$ cat src/rtl/usb_dev_protocol.sv
// usb_dev_protocol
// Device-side USB protocol responder. It decodes host tokens addressed to
// DEV_ADDR. For OUT tokens it captures the following data packet and answers
// ACK or NAK. For IN tokens it sends the queued application payload and then
// consumes the host handshake.

module usb_dev_protocol #(
    parameter logic [6:0] DEV_ADDR = 7'h05,
    parameter logic [7:0] TO_MAX   = 8'd255
) (
    input  logic        clk,
    input  logic        rst_b,
    input  logic [98:0] pktIn,
    input  logic        pktInAvail,
    input  logic        validIn,
    input  logic        readyEC,
    output logic [98:0] pktOut,
    output logic        pktOutAvail,
    output logic [63:0] rxData,
    output logic        rxValid,
    input  logic        rxAck,
    input  logic [63:0] txData,
    input  logic        txValid,
    output logic        txDone,
    input  logic        nrzi_idle,
    output logic        re
);

    // Packet field constants
    localparam logic [7:0]  SYNC      = 8'h01;
    localparam logic [3:0]  PID_OUT   = 4'b1000;
    localparam logic [3:0]  PID_IN    = 4'b1001;
    localparam logic [7:0]  PID_DATA  = 8'hC3;
    localparam logic [15:0] HS_ACK    = 16'h014B;
    localparam logic [15:0] HS_NAK    = 16'h015A;

    localparam logic [98:0] ACK_PKT   = {HS_ACK, 83'd0};
    localparam logic [98:0] NAK_PKT   = {HS_NAK, 83'd0};

    typedef enum logic [2:0] {
        IDLE,
        DATA_WAIT,
        SEND_ACK,
        SEND_NAK,
        SEND_DATA,
        HS_WAIT
    } state_t;

    state_t      state;
    state_t      state_nxt;

    logic [7:0]  to_cnt;
    logic        timeout;
    logic        wait_state;

    logic        tok_hit;
    logic        tok_out;
    logic        tok_in;
    logic        data_pid;
    logic        hs_is_ack;

    logic        load_pkt;
    logic [98:0] pkt_nxt;
    logic        capture;
    logic        hs_ack_seen;
    logic        emit;

    // Trailing zero field of a data packet carries no information
    logic        unused_pkt_tail;
    assign unused_pkt_tail = ^pktIn[18:0];

    // Field decode of the incoming packet
    assign tok_hit   = pktInAvail && validIn && (pktIn[98:91] == SYNC)
                       && (pktIn[86:80] == DEV_ADDR);
    assign tok_out   = (pktIn[90:87] == PID_OUT);
    assign tok_in    = (pktIn[90:87] == PID_IN);
    assign data_pid  = (pktIn[90:83] == PID_DATA);
    assign hs_is_ack = (pktIn[98:83] == HS_ACK);

    assign wait_state = (state == DATA_WAIT) || (state == HS_WAIT);
    assign timeout    = (to_cnt == TO_MAX);

    // Next-state, outgoing packet selection and one-cycle strobes
    always_comb begin
        state_nxt   = state;
        load_pkt    = 1'b0;
        pkt_nxt     = '0;
        capture     = 1'b0;
        hs_ack_seen = 1'b0;
        emit        = 1'b0;

        unique case (state)
            IDLE: begin
                if (tok_hit) begin
                    if (tok_out) begin
                        state_nxt = DATA_WAIT;
                    end else if (tok_in) begin
                        load_pkt = 1'b1;
                        if (txValid) begin
                            state_nxt = SEND_DATA;
                            pkt_nxt   = {SYNC, PID_DATA, txData, 19'd0};
                        end else begin
                            state_nxt = SEND_NAK;
                            pkt_nxt   = NAK_PKT;
                        end
                    end
                end
            end

            // A packet decision outranks a timeout that lands in the same cycle
            DATA_WAIT: begin
                if (pktInAvail && !validIn) begin
                    state_nxt = SEND_NAK;
                    load_pkt  = 1'b1;
                    pkt_nxt   = NAK_PKT;
                end else if (pktInAvail && validIn && data_pid) begin
                    load_pkt = 1'b1;
                    if (!rxValid) begin
                        capture   = 1'b1;
                        state_nxt = SEND_ACK;
                        pkt_nxt   = ACK_PKT;
                    end else begin
                        state_nxt = SEND_NAK;
                        pkt_nxt   = NAK_PKT;
                    end
                end else if (timeout) begin
                    state_nxt = IDLE;
                end
            end

            SEND_ACK, SEND_NAK: begin
                if (readyEC) begin
                    emit      = 1'b1;
                    state_nxt = IDLE;
                end
            end

            SEND_DATA: begin
                if (readyEC) begin
                    emit      = 1'b1;
                    state_nxt = HS_WAIT;
                end
            end

            // Any packet ends the handshake wait; only a valid ACK completes it
            HS_WAIT: begin
                if (pktInAvail) begin
                    hs_ack_seen = validIn && hs_is_ack;
                    state_nxt   = IDLE;
                end else if (timeout) begin
                    state_nxt = IDLE;
                end
            end

            default: begin
                state_nxt = IDLE;
            end
        endcase
    end

    // The encoder strobe is asserted in the same cycle it accepts the packet
    assign pktOutAvail = emit;

    // State register
    always_ff @(posedge clk or negedge rst_b) begin
        if (!rst_b) begin
            state <= IDLE;
        end else begin
            state <= state_nxt;
        end
    end

    // Wait-state counter: zero on entry, counts while the wait state is held
    always_ff @(posedge clk or negedge rst_b) begin
        if (!rst_b) begin
            to_cnt <= '0;
        end else if (wait_state && (state_nxt == state)) begin
            to_cnt <= to_cnt + 8'd1;
        end else begin
            to_cnt <= '0;
        end
    end

    // Outgoing packet, loaded on the transition into a SEND state
    always_ff @(posedge clk or negedge rst_b) begin
        if (!rst_b) begin
            pktOut <= '0;
        end else if (load_pkt) begin
            pktOut <= pkt_nxt;
        end
    end

    // Receive buffer; a capture only happens while the buffer is empty
    always_ff @(posedge clk or negedge rst_b) begin
        if (!rst_b) begin
            rxData  <= '0;
            rxValid <= 1'b0;
        end else if (capture) begin
            rxData  <= pktIn[82:19];
            rxValid <= 1'b1;
        end else if (rxAck) begin
            rxValid <= 1'b0;
        end
    end

    // Transmit completion pulse and line read enable
    always_ff @(posedge clk or negedge rst_b) begin
        if (!rst_b) begin
            txDone <= 1'b0;
            re     <= 1'b0;
        end else begin
            txDone <= hs_ack_seen;
            re     <= ((state == IDLE) || wait_state) && nrzi_idle;
        end
    end

endmodule
$ cat config.mk
export PLATFORM = sky130hd
export DESIGN_NAME = usb_dev_protocol
export DESIGN_NICKNAME = d
export VERILOG_FILES = /design/src/rtl/usb_dev_protocol.sv
export SDC_FILE = /design/constraint.sdc
export NUM_CORES = 1
export LEC_CHECK = 0
export ABC_AREA = 1
export BUFFER_PORTS_ARGS = -buffer_cell sky130_fd_sc_hd__buf_2
export CORE_AREA = 5 5 130 132
export DETAILED_ROUTE_END_ITERATION = 6
export DIE_AREA = 0 0 135 137
export PLACE_DENSITY = 0.73
export SYNTH_ARGS = -nofsm -noshare
export SYNTH_HDL_FRONTEND = slang
export SYNTH_SLANG_ARGS = --single-unit
$ cat constraint.sdc
create_clock -name clk -period 5 [get_ports clk]
set_clock_uncertainty 0.05 [all_clocks]
set_input_delay 1.25 -clock clk [delete_from_list [all_inputs] [get_ports clk]]
set_output_delay 1.25 -clock clk [all_outputs]
set_load 0.01 [all_outputs]
==> impl_results.md, run 1 <==
* Most used cell, CP: inv_2
* Crit end category: flip-flop
* Clock sinks at 147
* Sequential-to-total area share from yosys stat at 0.558
* RSZ-0062 raised after global routing: false
* Largest net degree at the start of global routing at 79
* Reg2Reg Setup Slack at ~1.7 ns
* Crit-path max FO at 66
* Worst-Skew Late Latency at 0.42 ns
* Area Growth Syn to Fin at 31.2%
* Dpl hpwl at 13200 µm
* Met1 WL at 7390 µm
* Full die area at 18500 µm²
* # Post-CTS Setup Buffers at 0
* CP delay by family, top: buffers and inverters
* Slew HR at 0.232
* Register Area at 3680 µm²
* Initial antenna violation count at 4
* GRT Overall Usage at 0.191
* Hold depth at 1
* # setup viols final at 0
* FF-to-FF Start: state[2]$_DFF_PN0_
* Final hold viol count at 0
* Slowest stage delay, CP at 0.81 ns
* Worst-Margin Slew at around 1.2 ns
* CP required at between 5 and 6 ns
* Synth unique cells at 33
* Commonest non-fill, non-tap cell in the layout: buf_2
* Critical Path AT at 3.57 ns
* Synth top area cells: dfrtp_1, mux2_2, nand3_1
* Synth top area share at 0.558
* Crit path cell chain: inv_2, nand2_2, inv_2, nand3_1, nand2_1, inv_2, nand2_1, o31ai_1
* Clock slew at reported path FFs at approximately 0.06 ns
* Peak VDD IR at 0.000221 V
* DR WL met3 at ~1600 µm
* Final worst-path cycle share at 0.660
* Drt drc at 0
* Most frequent cells in the layout: buf_2, dfrtp_1, nand2_1
* Area of the multi-input gates at 2470 µm²
* R2R depth at 8
* Synthesized flop and latch total at 147
* Gpl congestion at 0.856
* Max Clk Rate at 303 MHz
* Htree depth at 4
* DR WL met2 at about 9000 µm
* Post-synth EDFFs at 0
* Clk root buf: clkbuf_16
* Share of layout cells above drive strength 1 at 0.441
* Startpoint types: flip-flop
* Start point of the worst hold path: to_cnt[0]$_DFF_PN0_
* Die W at ~140 µm
* Mean Syn Cell Area at 10.7 µm²
* Hold endpoint: to_cnt[0]$_DFF_PN0_
* Fill cells at 1388
* Post-synthesis cell type with the largest combined area: dfrtp_1
* Min-Delay Path Class: flip-flop to flip-flop
* Fin crit period at 3.30 ns
* Status: completed
* Drt wl/cell at 16.3 µm
* Top routing layer in use: met5
* Buffers & Inverters on Critical Path at 3
* Top-Level Pins at 338
* Vias/cell at between 4 and 5
* Post-CTS resize count at 0
* Gr ovfl total at 0
* Initial cell density of the core at 0.423
* # hold bufs at CTS at 0
* Routed wire length at 18300 µm
* Leak pwr at 4.84 nW
* Max Slew Vio Count at 0
* Via Count at 5428
* Nets at around 1100
* First-pass GRT wire length at 27800 µm
* IO buf count at 290
* Synthesized area at about 6600 µm²
* Iter 0 DRT Violations at 316
* Max Buffers Root-to-Sink at 2
* Total Power at 2.85 mW
* Fin Setup TNS at 0 ns
* Row cnt at between 40 and 50
* Pre-Repair DR Iteration Count at 4
* Max Cap Violations at 0
* Post-DRT Antenna Nets at 0
* Vias in the first global route at between 5000 and 6000
* Synth Instances at 616
* Yosys warns at 0
* Kind of critical path: flip-flop to flip-flop
* Asr flop ratio synth at 1.00
* Core box area at between 15000 and 20000 µm²
* CTS buffer count at 17
* Ys flop type: dfrtp_1
* Power per cell area at 329 nW/µm²
* CP max stage cell: inv_2
* Reg2Reg Capture Point: pktOut[35]$_DFFE_PN0P_
* CTS tree: done
* Die Ht at 137 µm
==> cells in the mapped netlist, drive strengths merged (4+ instances only) <==
| cell | n |
|---|---|
| clkbuf | 23 |
| dfrtp | 147 |
| nand3 | 82 |
| xor2 | 4 |
| buf | 44 |
| nand2 | 96 |
| inv | 29 |
| nand4 | 5 |
| nor2 | 37 |
| o21ai | 28 |
| mux2 | 62 |
| o31ai | 42 |
==> layer usage <==
layer  GRT usage  up-vias
met3      0.0607       22
met5           0        -
li1            -     2589
met4      0.0638        4
met1       0.230     2604
met2       0.325      209
==> sequential cells by signal, indices dropped and copies added, names as in the netlist <==
name	count
txDone	1
state	3
to_cnt	8
rxData	64
re	1
pktOut	69
rxValid	1
==> cell families (layout without fill, tap and decap cells) <==
group / Yosys count / in the layout / synth area share
other cells: 1 / 30 / 0.000569
xor+xnor: 6 / 6 / 0.00797
compound gates: 78 / 78 / 0.0772
fa+ha+maj: 1 / 1 / 0.00190
buf+inv: 96 / 355 / 0.0829
mux: 62 / 62 / 0.120
simple gates: 225 / 225 / 0.152
flops: 147 / 147 / 0.558
==> area by class of cell <==
cell class / count / share of cell area
clock inverters: 13 / 0.0198
repair buffers: 294 / 0.173
flip-flops and latches: 147 / 0.425
diodes: 2 / 0.000578
inverters: 29 / 0.0126
well taps: 216 / 0.0312
clock buffers: 19 / 0.0512
multi-input cells: 400 / 0.286
==> worst register-to-register path, stage by stage, from the launching register on <==
cell,delay (ns)
dfrtp_1,0.47
inv_2,0.09
nand2_2,0.66
inv_2,0.40
nand3_1,0.26
nand2_1,0.12
inv_2,0.81
nand2_1,0.21
o31ai_1,0.12
==> report_power, final <==
group	switching (mW)	internal, mW
Combinational	0.207	0.0955
Sequential	0.0123	1.20
Clock	0.522	0.808
Total	0.741	2.11
==> stage by stage <==
step,hold WS (ns),instances,setup WS (ns),cell area [µm²],utilization
3_5_place_dp,0.407,1086,1.53,8030,0.515
6_report,0.409,1120,1.70,8650,0.555
4_1_cts,0.416,1118,1.64,8650,0.554
2_1_floorplan,0.383,643,2.29,6700,-
5_1_grt,0.435,1120,1.35,8650,0.555
3_3_place_gp,0.400,1086,1.54,8030,0.515
==> worst max-delay path by stage <==
stage,from,to,slack (ns),cells after the start
global route,state[2]$_DFF_PN0_,pktOut[23]$_DFFE_PN0P_,1.35,8
finish,state[2]$_DFF_PN0_,pktOut[35]$_DFFE_PN0P_,1.70,8
global placement,pktIn[87],rxData[3]$_DFFE_PN0P_,1.54,7
CTS,state[2]$_DFF_PN0_,pktOut[35]$_DFFE_PN0P_,1.64,8
floorplan,readyEC,pktOutAvail,2.29,2
detailed placement,pktIn[87],rxData[3]$_DFFE_PN0P_,1.53,7
Power figures use the tool's default switching activity.
==> run 2, diff against run 1 <==
==> constraint.sdc (replaced) <==
create_clock -name clk -period 3.3 [get_ports clk]
set_clock_uncertainty 0.05 [all_clocks]
set_input_delay 0.825 -clock clk [delete_from_list [all_inputs] [get_ports clk]]
set_output_delay 0.825 -clock clk [all_outputs]
set_load 0.01 [all_outputs]
==> impl_results.md, run 2 (synthesis results as in run 1) <==
* Drt drc at 0 (unchanged)
* First-pass GRT wire length at 28000 µm (was 27800 µm)
* Largest registers: pktOut x69, rxData x64, to_cnt x8 (unchanged)
* Crit path cell chain: buf_2, nand2_1, inv_1, nand3_1, nor2_1, nand3_1, nand2_1, inv_2, nand2_1, o31ai_1 (was inv_2, nand2_2, inv_2, nand3_1, nand2_1, inv_2, nand2_1, o31ai_1)
* FF-to-FF Start: state[2]$_DFF_PN0_ (unchanged)
* RSZ-0062 raised after global routing: false (unchanged)
* Max Buffers Root-to-Sink at 2 (unchanged)
* Final hold viol count at 0 (unchanged)
* Row cnt at 46 (unchanged)
* Vias in the first global route at 5324 (was 5300)
* GRT Overall Usage at 0.192 (was 0.191)
* Leak pwr at 4.85 nW (was 4.84 nW)
* # setup viols final at 0 (unchanged)
* Final WS setup at 0.879 ns (was 1.70 ns)
* # Post-CTS Setup Buffers at 0 (unchanged)
* Via Count at 5404 (was 5428)
* Setup WS pre-CTS at 0.453 ns (was 1.53 ns)
* Startpoint types: input port (was flip-flop)
* Diodes inserted at 0 (was 2)
* CP required at 3.54 ns (was 5.27 ns)
* Nets at 1069 (was 1061)
* Worst-Skew Late Latency at 0.41 ns (was 0.42 ns)
* Die Ht at 137 µm (unchanged)
* CP max stage cell: inv_2 (unchanged)
* Vias/cell at 4.81 (was 4.85)
* Final worst-path cycle share at 0.734
* Post-CTS resize count at 0 (unchanged)
* Gpl congestion at 0.820 (was 0.856)
* CTS tree: done (unchanged)
* Max Clk Rate at 413 MHz
* Drt wl/cell at 16.5 µm (was 16.3 µm)
* Dpl hpwl at 13600 µm (was 13200 µm)
* Largest net degree at the start of global routing at 69 (was 79)
* # hold bufs at CTS at 0 (unchanged)
* Htree depth at 4 (unchanged)
* Hold slack at 0.360 ns (was 0.409 ns)
* Critical Path AT at 2.66 ns (was 3.57 ns)
* Core box area at 15600 µm² (unchanged)
* Max FFs per register at 69 (unchanged)
* Placement Cell Area at 8110 µm² (was 8030 µm²)
* Most used cell, CP: nand2_1 (was inv_2)
* Max Slew Vio Count at 0 (unchanged)
* Slowest stage delay, CP at 0.82 ns (was 0.81 ns)
* Full die area at 18500 µm² (unchanged)
* Routed wire length at 18500 µm (was 18300 µm)
* Clock slew at reported path FFs at 0.06 ns (about the same)
* Initial antenna violation count at 0 (was 4)
* CTS buffer count at 17 (unchanged)
* Worst-Margin Slew at 1.14 ns (was 1.15 ns)
* Peak VDD IR at 0.000350 V (was 0.000221 V)
* Max Cap Violations at 0 (unchanged)
* Gr ovfl total at 0 (unchanged)
* Clock sinks at 147 (unchanged)
* Top-Level Pins at 338 (unchanged)
* Slew HR at 0.238 (was 0.232)
* Largest Register: pktOut (unchanged)
* Critical path origin: pktInAvail (was state[2]$_DFF_PN0_)
* Fin crit period at 2.42 ns
* Fin Setup TNS at 0 ns (unchanged)
* Clk root buf: clkbuf_16 (unchanged)
* Final instance area at 8650 µm² (unchanged)
* Die W at 135 µm (unchanged)
* Crit-path max FO at 66 (unchanged)
* Share of layout cells above drive strength 1 at 0.445 (was 0.441)
* Fill cells at 1416 (was 1388)
* Min-Delay Path Class: input port to async pin (was flip-flop to flip-flop)
* Commonest non-fill, non-tap cell in the layout: buf_2 (unchanged)
* Crit end category: flip-flop (unchanged)
* Area Growth Syn to Fin at 31.2% (unchanged)
* Post-DRT Antenna Nets at 0 (unchanged)
* IO buf count at 290 (unchanged)
* Power per cell area at 476 nW/µm² (was 329 nW/µm²)
* Initial cell density of the core at 0.423 (unchanged)
* Most frequent cells in the layout: buf_2, dfrtp_1, nand2_1 (unchanged)
* Total Power at 4.12 mW (was 2.85 mW)
* Kind of critical path: input port to flip-flop (was flip-flop to flip-flop)
* Status: completed (unchanged)
* Pre-Repair DR Iteration Count at 4 (unchanged)
* Iter 0 DRT Violations at 241 (was 316)
[run 2: cell count changes in the layout (fill, tap and decap cells not counted), sizes merged]
cell / before / now
buf: 294 / 302
bufinv: 3 / 1
clkinv: 4 / 5
clkinvlp: 1 / 2
diode: 2 / 0
inv: 34 / 32
[run 2: worst paths after layout]
check / endpoint / slack [ns] / depth (start not counted)
worst max register to register: pktOut[67]$_DFFE_PN0P_ / 0.91 / 8
worst max-delay path: pktOut[67]$_DFFE_PN0P_ / 0.88 / 10
min in group clk: pktOut[29]$_DFFE_PN0P_ / 0.43 / 2
max in group asynchronous: pktOut[64]$_DFFE_PN0P_ / 2.08 / 2
worst min-delay path: rxData[20]$_DFFE_PN0P_ / 0.36 / 1
worst min register to register: pktOut[29]$_DFFE_PN0P_ / 0.43 / 2
[run 2: power breakdown]
group | switching [mW] | internal (mW) | leakage [nW] | total, mW
clock network | 0.744 | 1.05 | 0.266 | 1.80
registers | 0.0197 | 1.83 | 2.04 | 1.85
logic | 0.323 | 0.154 | 2.54 | 0.477
[run 2: cell type report]
type	count	area (µm²)	share of cell area
flip-flops and latches	147	3680	0.425
multi-input cells	400	2470	0.286
repair buffers	302	1570	0.182
clock buffers	19	443	0.0512
well taps	216	270	0.0312
inverters	29	109	0.0126
clock inverters	11	104	0.0120
[run 2: metal layers]
metal  up-vias  GRT usage  wire length [µm]
met4         0     0.0577               347
met5         -          0                 0
li1       2603          -                 -
met3        28     0.0699              1710
met2       227      0.326              9170
met1      2546      0.230              7270
[run 2: critical path: cells and delay by family]
family / cells / cell delay [ns]
buf+inv: 3 / 1.02
simple gates: 6 / 0.63
compound gates: 1 / 0.14
[run 2: through the flow]
step | std cells | utilization
final | 1124 | 0.555
after global routing | 1124 | 0.555
after CTS | 1124 | 0.555
after detailed placement | 1094 | 0.520
after global placement | 1094 | 0.520
after floorplan | 643 | -
